--- config.mk ---
export PLATFORM = sky130hd
export DESIGN_NAME = dmem_arbiter
export DESIGN_NICKNAME = d
export VERILOG_FILES = /design/src/rtl/dmem_arb_pkg.sv /design/src/rtl/sat_counter.sv /design/src/rtl/dmem_arbiter.sv
export SDC_FILE = /design/constraint.sdc
export NUM_CORES = 1
export LEC_CHECK = 0
export ABC_AREA = 1
export CAP_MARGIN = 10
export CORE_AREA = 2 2 140 142
export CTS_BUF_LIST = sky130_fd_sc_hd__clkbuf_8 sky130_fd_sc_hd__clkbuf_16
export DETAILED_ROUTE_END_ITERATION = 6
export DIE_AREA = 0 0 142 144
export DONT_BUFFER_PORTS = 1
export HOLD_SLACK_MARGIN = 0.1
export SLEW_MARGIN = 20
export SYNTH_ARGS = -nofsm -noshare
export SYNTH_HDL_FRONTEND = slang
export SYNTH_SLANG_ARGS = --single-unit
export TNS_END_PERCENT = 100
--- constraint.sdc ---
create_clock -name clk -period 1.95 [get_ports clk]
set_input_delay 0.39 -clock clk [delete_from_list [all_inputs] [get_ports clk]]
set_output_delay 0.39 -clock clk [all_outputs]
set_load 0.05 [all_outputs]
--- src/rtl/dmem_arb_pkg.sv ---
// Shared types and constants for the data-memory arbiter.
// Holds the arbitration state encoding and default bus widths.
package dmem_arb_pkg;

    typedef enum logic {
        S_CORE = 1'b0,
        S_DMA  = 1'b1
    } arb_state_e;

    localparam int DEF_ADDR_W = 32;
    localparam int DEF_DATA_W = 32;
    localparam int STAT_W     = 32;

endpackage

--- src/rtl/sat_counter.sv ---
// Saturating up-counter with synchronous clear.
// Holds at all-ones instead of wrapping.
module sat_counter #(
    parameter int WIDTH = 32
) (
    input  logic             clk,
    input  logic             clr,
    input  logic             inc,
    output logic [WIDTH-1:0] count
);

    // NOTE: sequential state uses non-blocking assignments so every flop
    // samples pre-edge values regardless of block ordering.
    always_ff @(posedge clk) begin
        if (clr) begin
            count <= '0;
        end else if (inc && (count != '1)) begin
            count <= count + WIDTH'(1);
        end
    end

endmodule

--- src/rtl/dmem_arbiter.sv ---
// Core/DMA arbiter for the single-ported data memory: core priority with a
// fairness counter that forces bounded DMA bursts. Stats under DMEM_ARB_STATS_EN.
module dmem_arbiter
    import dmem_arb_pkg::*;
#(
    parameter int ADDR_W       = DEF_ADDR_W,
    parameter int DATA_W       = DEF_DATA_W,
    parameter int MAX_CORE_RUN = 8,
    parameter int BURST_LEN    = 4
) (
    input  logic              clk,
    input  logic              rst,

    input  logic              core_req,
    input  logic              core_we,
    input  logic [ADDR_W-1:0] core_addr,
    input  logic [DATA_W-1:0] core_wdata,
    output logic [DATA_W-1:0] core_rdata,
    output logic              core_stall,

    input  logic              dma_req,
    input  logic              dma_we,
    input  logic [ADDR_W-1:0] dma_addr,
    input  logic [DATA_W-1:0] dma_wdata,
    output logic              dma_gnt,
    output logic [DATA_W-1:0] dma_rdata,

    output logic              mem_we,
    output logic [ADDR_W-1:0] mem_addr,
    output logic [DATA_W-1:0] mem_wdata,
    input  logic [DATA_W-1:0] mem_rdata,

    output logic [STAT_W-1:0] stat_core_stall_cnt,
    output logic [STAT_W-1:0] stat_dma_beats
);

    localparam int RUN_W  = $clog2(MAX_CORE_RUN + 1);
    localparam int BEAT_W = $clog2(BURST_LEN + 1);

    localparam logic [RUN_W-1:0]  RUN_LAST  = RUN_W'(MAX_CORE_RUN - 1);
    localparam logic [BEAT_W-1:0] BEAT_LAST = BEAT_W'(BURST_LEN - 1);

    arb_state_e        state, state_n;
    logic [RUN_W-1:0]  run_cnt, run_cnt_n;
    logic [BEAT_W-1:0] beat_cnt, beat_cnt_n;
    logic              core_gnt;

    // Grants are masked during reset so no memory write can slip through.
    // NOTE: every always_comb output gets a default first; a missed branch
    // would otherwise infer a latch.
    always_comb begin
        core_gnt = 1'b0;
        dma_gnt  = 1'b0;
        if (!rst) begin
            case (state)
                S_CORE: begin
                    core_gnt = core_req;
                    dma_gnt  = dma_req & ~core_req;
                end
                S_DMA: begin
                    core_gnt = 1'b0;
                    dma_gnt  = dma_req;
                end
            endcase
        end
    end

    assign core_stall = core_req & ~core_gnt & ~rst;

    always_comb begin
        mem_we    = (core_gnt & core_we) | (dma_gnt & dma_we);
        mem_addr  = dma_gnt ? dma_addr  : core_addr;
        mem_wdata = dma_gnt ? dma_wdata : core_wdata;
    end

    assign core_rdata = mem_rdata;
    assign dma_rdata  = mem_rdata;

    always_comb begin
        state_n    = state;
        run_cnt_n  = run_cnt;
        beat_cnt_n = beat_cnt;
        case (state)
            S_CORE: begin
                // An opportunistic DMA beat (core idle) leaves beat_cnt alone.
                if (core_gnt && dma_req) begin
                    if (run_cnt == RUN_LAST) begin
                        state_n    = S_DMA;
                        run_cnt_n  = '0;
                        beat_cnt_n = '0;
                    end else begin
                        run_cnt_n = run_cnt + RUN_W'(1);
                    end
                end else begin
                    run_cnt_n = '0;
                end
            end
            S_DMA: begin
                if (!dma_req || (beat_cnt == BEAT_LAST)) begin
                    state_n    = S_CORE;
                    beat_cnt_n = '0;
                end else begin
                    beat_cnt_n = beat_cnt + BEAT_W'(1);
                end
            end
        endcase
    end

    always_ff @(posedge clk) begin
        if (rst) begin
            state    <= S_CORE;
            run_cnt  <= '0;
            beat_cnt <= '0;
        end else begin
            state    <= state_n;
            run_cnt  <= run_cnt_n;
            beat_cnt <= beat_cnt_n;
        end
    end

`ifdef DMEM_ARB_STATS_EN
    sat_counter #(.WIDTH(STAT_W)) u_stall_cnt (
        .clk   (clk),
        .clr   (rst),
        .inc   (core_stall),
        .count (stat_core_stall_cnt)
    );

    sat_counter #(.WIDTH(STAT_W)) u_beat_cnt (
        .clk   (clk),
        .clr   (rst),
        .inc   (dma_gnt),
        .count (stat_dma_beats)
    );
`else
    assign stat_core_stall_cnt = '0;
    assign stat_dma_beats      = '0;
`endif

endmodule

==> flow_summary.toml, run 1 <==
[worst_setup_path]
rr_startpoint = "beat_cnt[0]"
worstPathMaxFanout = 16
r2r-end = "beat_cnt[0]"
worstSetupStartpointType = "flip-flop"
crit_path_end_kind = "primary output"
required_ns = 1.56
max_stage_delay_ns = 0.31
reg2reg_slack_ns = 0.56
crit_start = "state"
worstPathBufferInverterCount = 4
path_class = "flip-flop to primary output"
r2r_cells = 7
cp_cell_sequence = "inv_2 > nand2_2 > nand2_4 > buf_12 > clkbuf_16 > nand2_1 > nand2_2 > buf_12"
cpLargestDelayFamily = "buffers and inverters"
worstPathArrival_ns = 1.49
cp_slowest_cell = "dfxtp_1"

[routing]
route.detailed.drc = 0
wire_per_inst_microns = 14.4
antenna_left = 0
dr.pass1.iters = 4
drt-vias-per-instance = 3.40
drt-total-wl_microns = 9280
drtIter0Drc = 63
num_vias = 2189

[clocking]
cts_sinks = 8
cts-root-buf = "clkbuf_16"
clkLatencyLatePin_ns = 0.23
cts_tree = "built"
clk_pin_slew_ns = 0.04
cts_max_path_buffers = 2
holdBufCountCts = 0
cts_max_level = 1
numCtsBuffers = 3

[final_layout]
area_growth_pct = 55.3
fin_nets = 576
final_common_cell = "nand2_1"
finish.instance_area_sq_um = 3470
diodes = 0
final_cell_mix = "nand2_1, buf_12, conb_1"
layout-drive-gt1-share = 0.311

[power_and_ir_drop]
leakage_nw = 1.78
powerDensity_nw_per_um2 = 543
vdd_drop_max_v = 0.000364
p_total_mw = 1.88

[placement]
detailed_place_hpwl_microns = 5480
port_buffers = 0
place_ws_ns = 0.146
place.gp.congestion = 0.674
placed_cell_area_sq_um = 3050

[yosys]
yosys_warnings = 0
synth-seq-cells = 8
synthTopCellsByArea = "buf_4, nand2_1, dfxtp_1"
ys_seq_area_frac = 0.0717
ys_types = 16
postSynthAreaPerCell_sq_um = 5.63
synth_top_area_frac = 0.444
yosys.area.top_type = "buf_4"
syn_inst = 397
syn_area_sq_um = 2230

[sta]
setup-violations-final = 0
rsz0062_at_grt = "yes"
hold_viol_final = 0
finalCritPeriodShare = 0.962
worst_hold_slack_ns = 0.222
period_minus_slack_ns = 1.88
tns_ns = 0
setup_slack_ns = 0.0745
clock_skew_ns = 0.00144
finalMaxSlewViolations = 0
fmax_mhz = 533

[hold_path]
min_from = "rst"
whs_path_depth = 1
worstHoldPathType = "input pin to flip-flop"
hold_path_end = "beat_cnt[2]"

[floorplan]
rows = 51
chipWidth_microns = 142
dieArea_sq_um = 20400
initial_core_util = 0.117
fp.dieH_microns = 144
core-area_sq_um = 19100
ios = 361

[global_routing]
grt_max_degree = 65
grt_pass1_vias = 1613
antenna_found_initial = 0
track_usage = 0.0511
gr-total-overflow = 0
grt_pass1_wl_microns = 8110

[run]
drv_cap = 0

[status]
status = "complete, no violations"
-- sequential cells by signal, indices dropped and copies added (netlist names) --
register	flops
run_cnt	4
beat_cnt	3
state	1
-- per-stage QoR --
| step | std cells | util |
|---|---|---|
| 3_3_place_gp | 627 | 0.160 |
| 2_1_floorplan | 460 | - |
| 6_report | 643 | 0.182 |
| 4_1_cts | 630 | 0.164 |
| 5_1_grt | 643 | 0.182 |
| 3_5_place_dp | 627 | 0.160 |
-- final cells by class --
class	count	area (sq um)
fillers	2130	15600
multi-input cells	300	1280
clock buffers	3	75.1
inverters	10	50.0
well taps	238	298
flip-flops and latches	8	160
repair buffers	84	1610
-- report_power, final --
| part | total (mW) | internal, mW | leakage (nW) | switching [mW] |
|---|---|---|---|---|
| logic | 1.37 | 0.486 | 1.68 | 0.883 |
| clock network | 0.346 | 0.264 | 0.0370 | 0.0814 |
| registers | 0.167 | 0.166 | 0.0645 | 0.00107 |
-- logic make-up (layout without fill, tap and decap cells) --
kind of cell | count (synthesis) | count (layout) | synth area share
other cells | 1 | 64 | 0.00168
simple gates | 224 | 224 | 0.383
compound gates | 8 | 8 | 0.0179
fa+ha+maj | 3 | 3 | 0.0168
buf+inv | 152 | 97 | 0.505
flops | 8 | 8 | 0.0717
xor+xnor | 1 | 1 | 0.00392
-- layer usage --
metal  share of wire  GRT usage  up-vias
li1                -          -     1012
met1            0.37     0.0549      953
met2            0.50     0.0880      200
met3            0.12     0.0252       24
met4           0.013     0.0168        0
met5               0          0        -
-- worst max-delay path by stage --
stage / slack, ns / cells past startpoint / end
final: 0.07 / 8 / mem_addr[9]
after floorplan: 0.02 / 2 / core_stall
after detailed placement: 0.15 / 8 / mem_wdata[26]
after global routing: -0.01 / 8 / mem_wdata[10]
after CTS: -0.03 / 7 / mem_addr[26]
after global placement: 0.17 / 8 / mem_wdata[1]
-- cells in the mapped netlist, drive strengths merged --
cell / n
buf: 142
a21oi: 5
o21ai: 3
nor3: 2
nand3: 7
nand2: 208
nor2: 7
xor2: 1
ha: 3
conb: 1
dfxtp: 8
inv: 10
-- timing repair --
action	CTS	global route
cloned	0	8
buffers inserted	0	5
endpoints found under the hold margin	0	0
gates resized for setup	4	43
setup endpoints to repair	9	65
pin swaps	0	3
Note: power is estimated with default switching activity, not from simulation.
==> run 2, diff against run 1 <==
--- a/config.mk
+++ b/config.mk
@@ -6,9 +6,11 @@
 export NUM_CORES = 1
 export LEC_CHECK = 0
 export ABC_AREA = 1
+export ABC_CLOCK_PERIOD_IN_PS = 1950
 export CAP_MARGIN = 10
 export CORE_AREA = 2 2 140 142
 export CTS_BUF_LIST = sky130_fd_sc_hd__clkbuf_8 sky130_fd_sc_hd__clkbuf_16
+export CTS_CLUSTER_SIZE = 8
 export DETAILED_ROUTE_END_ITERATION = 6
 export DIE_AREA = 0 0 142 144
 export DONT_BUFFER_PORTS = 1
==> results of run 2 <==
Same layout as run 1: the final DEF is identical, and so are final timing and power.
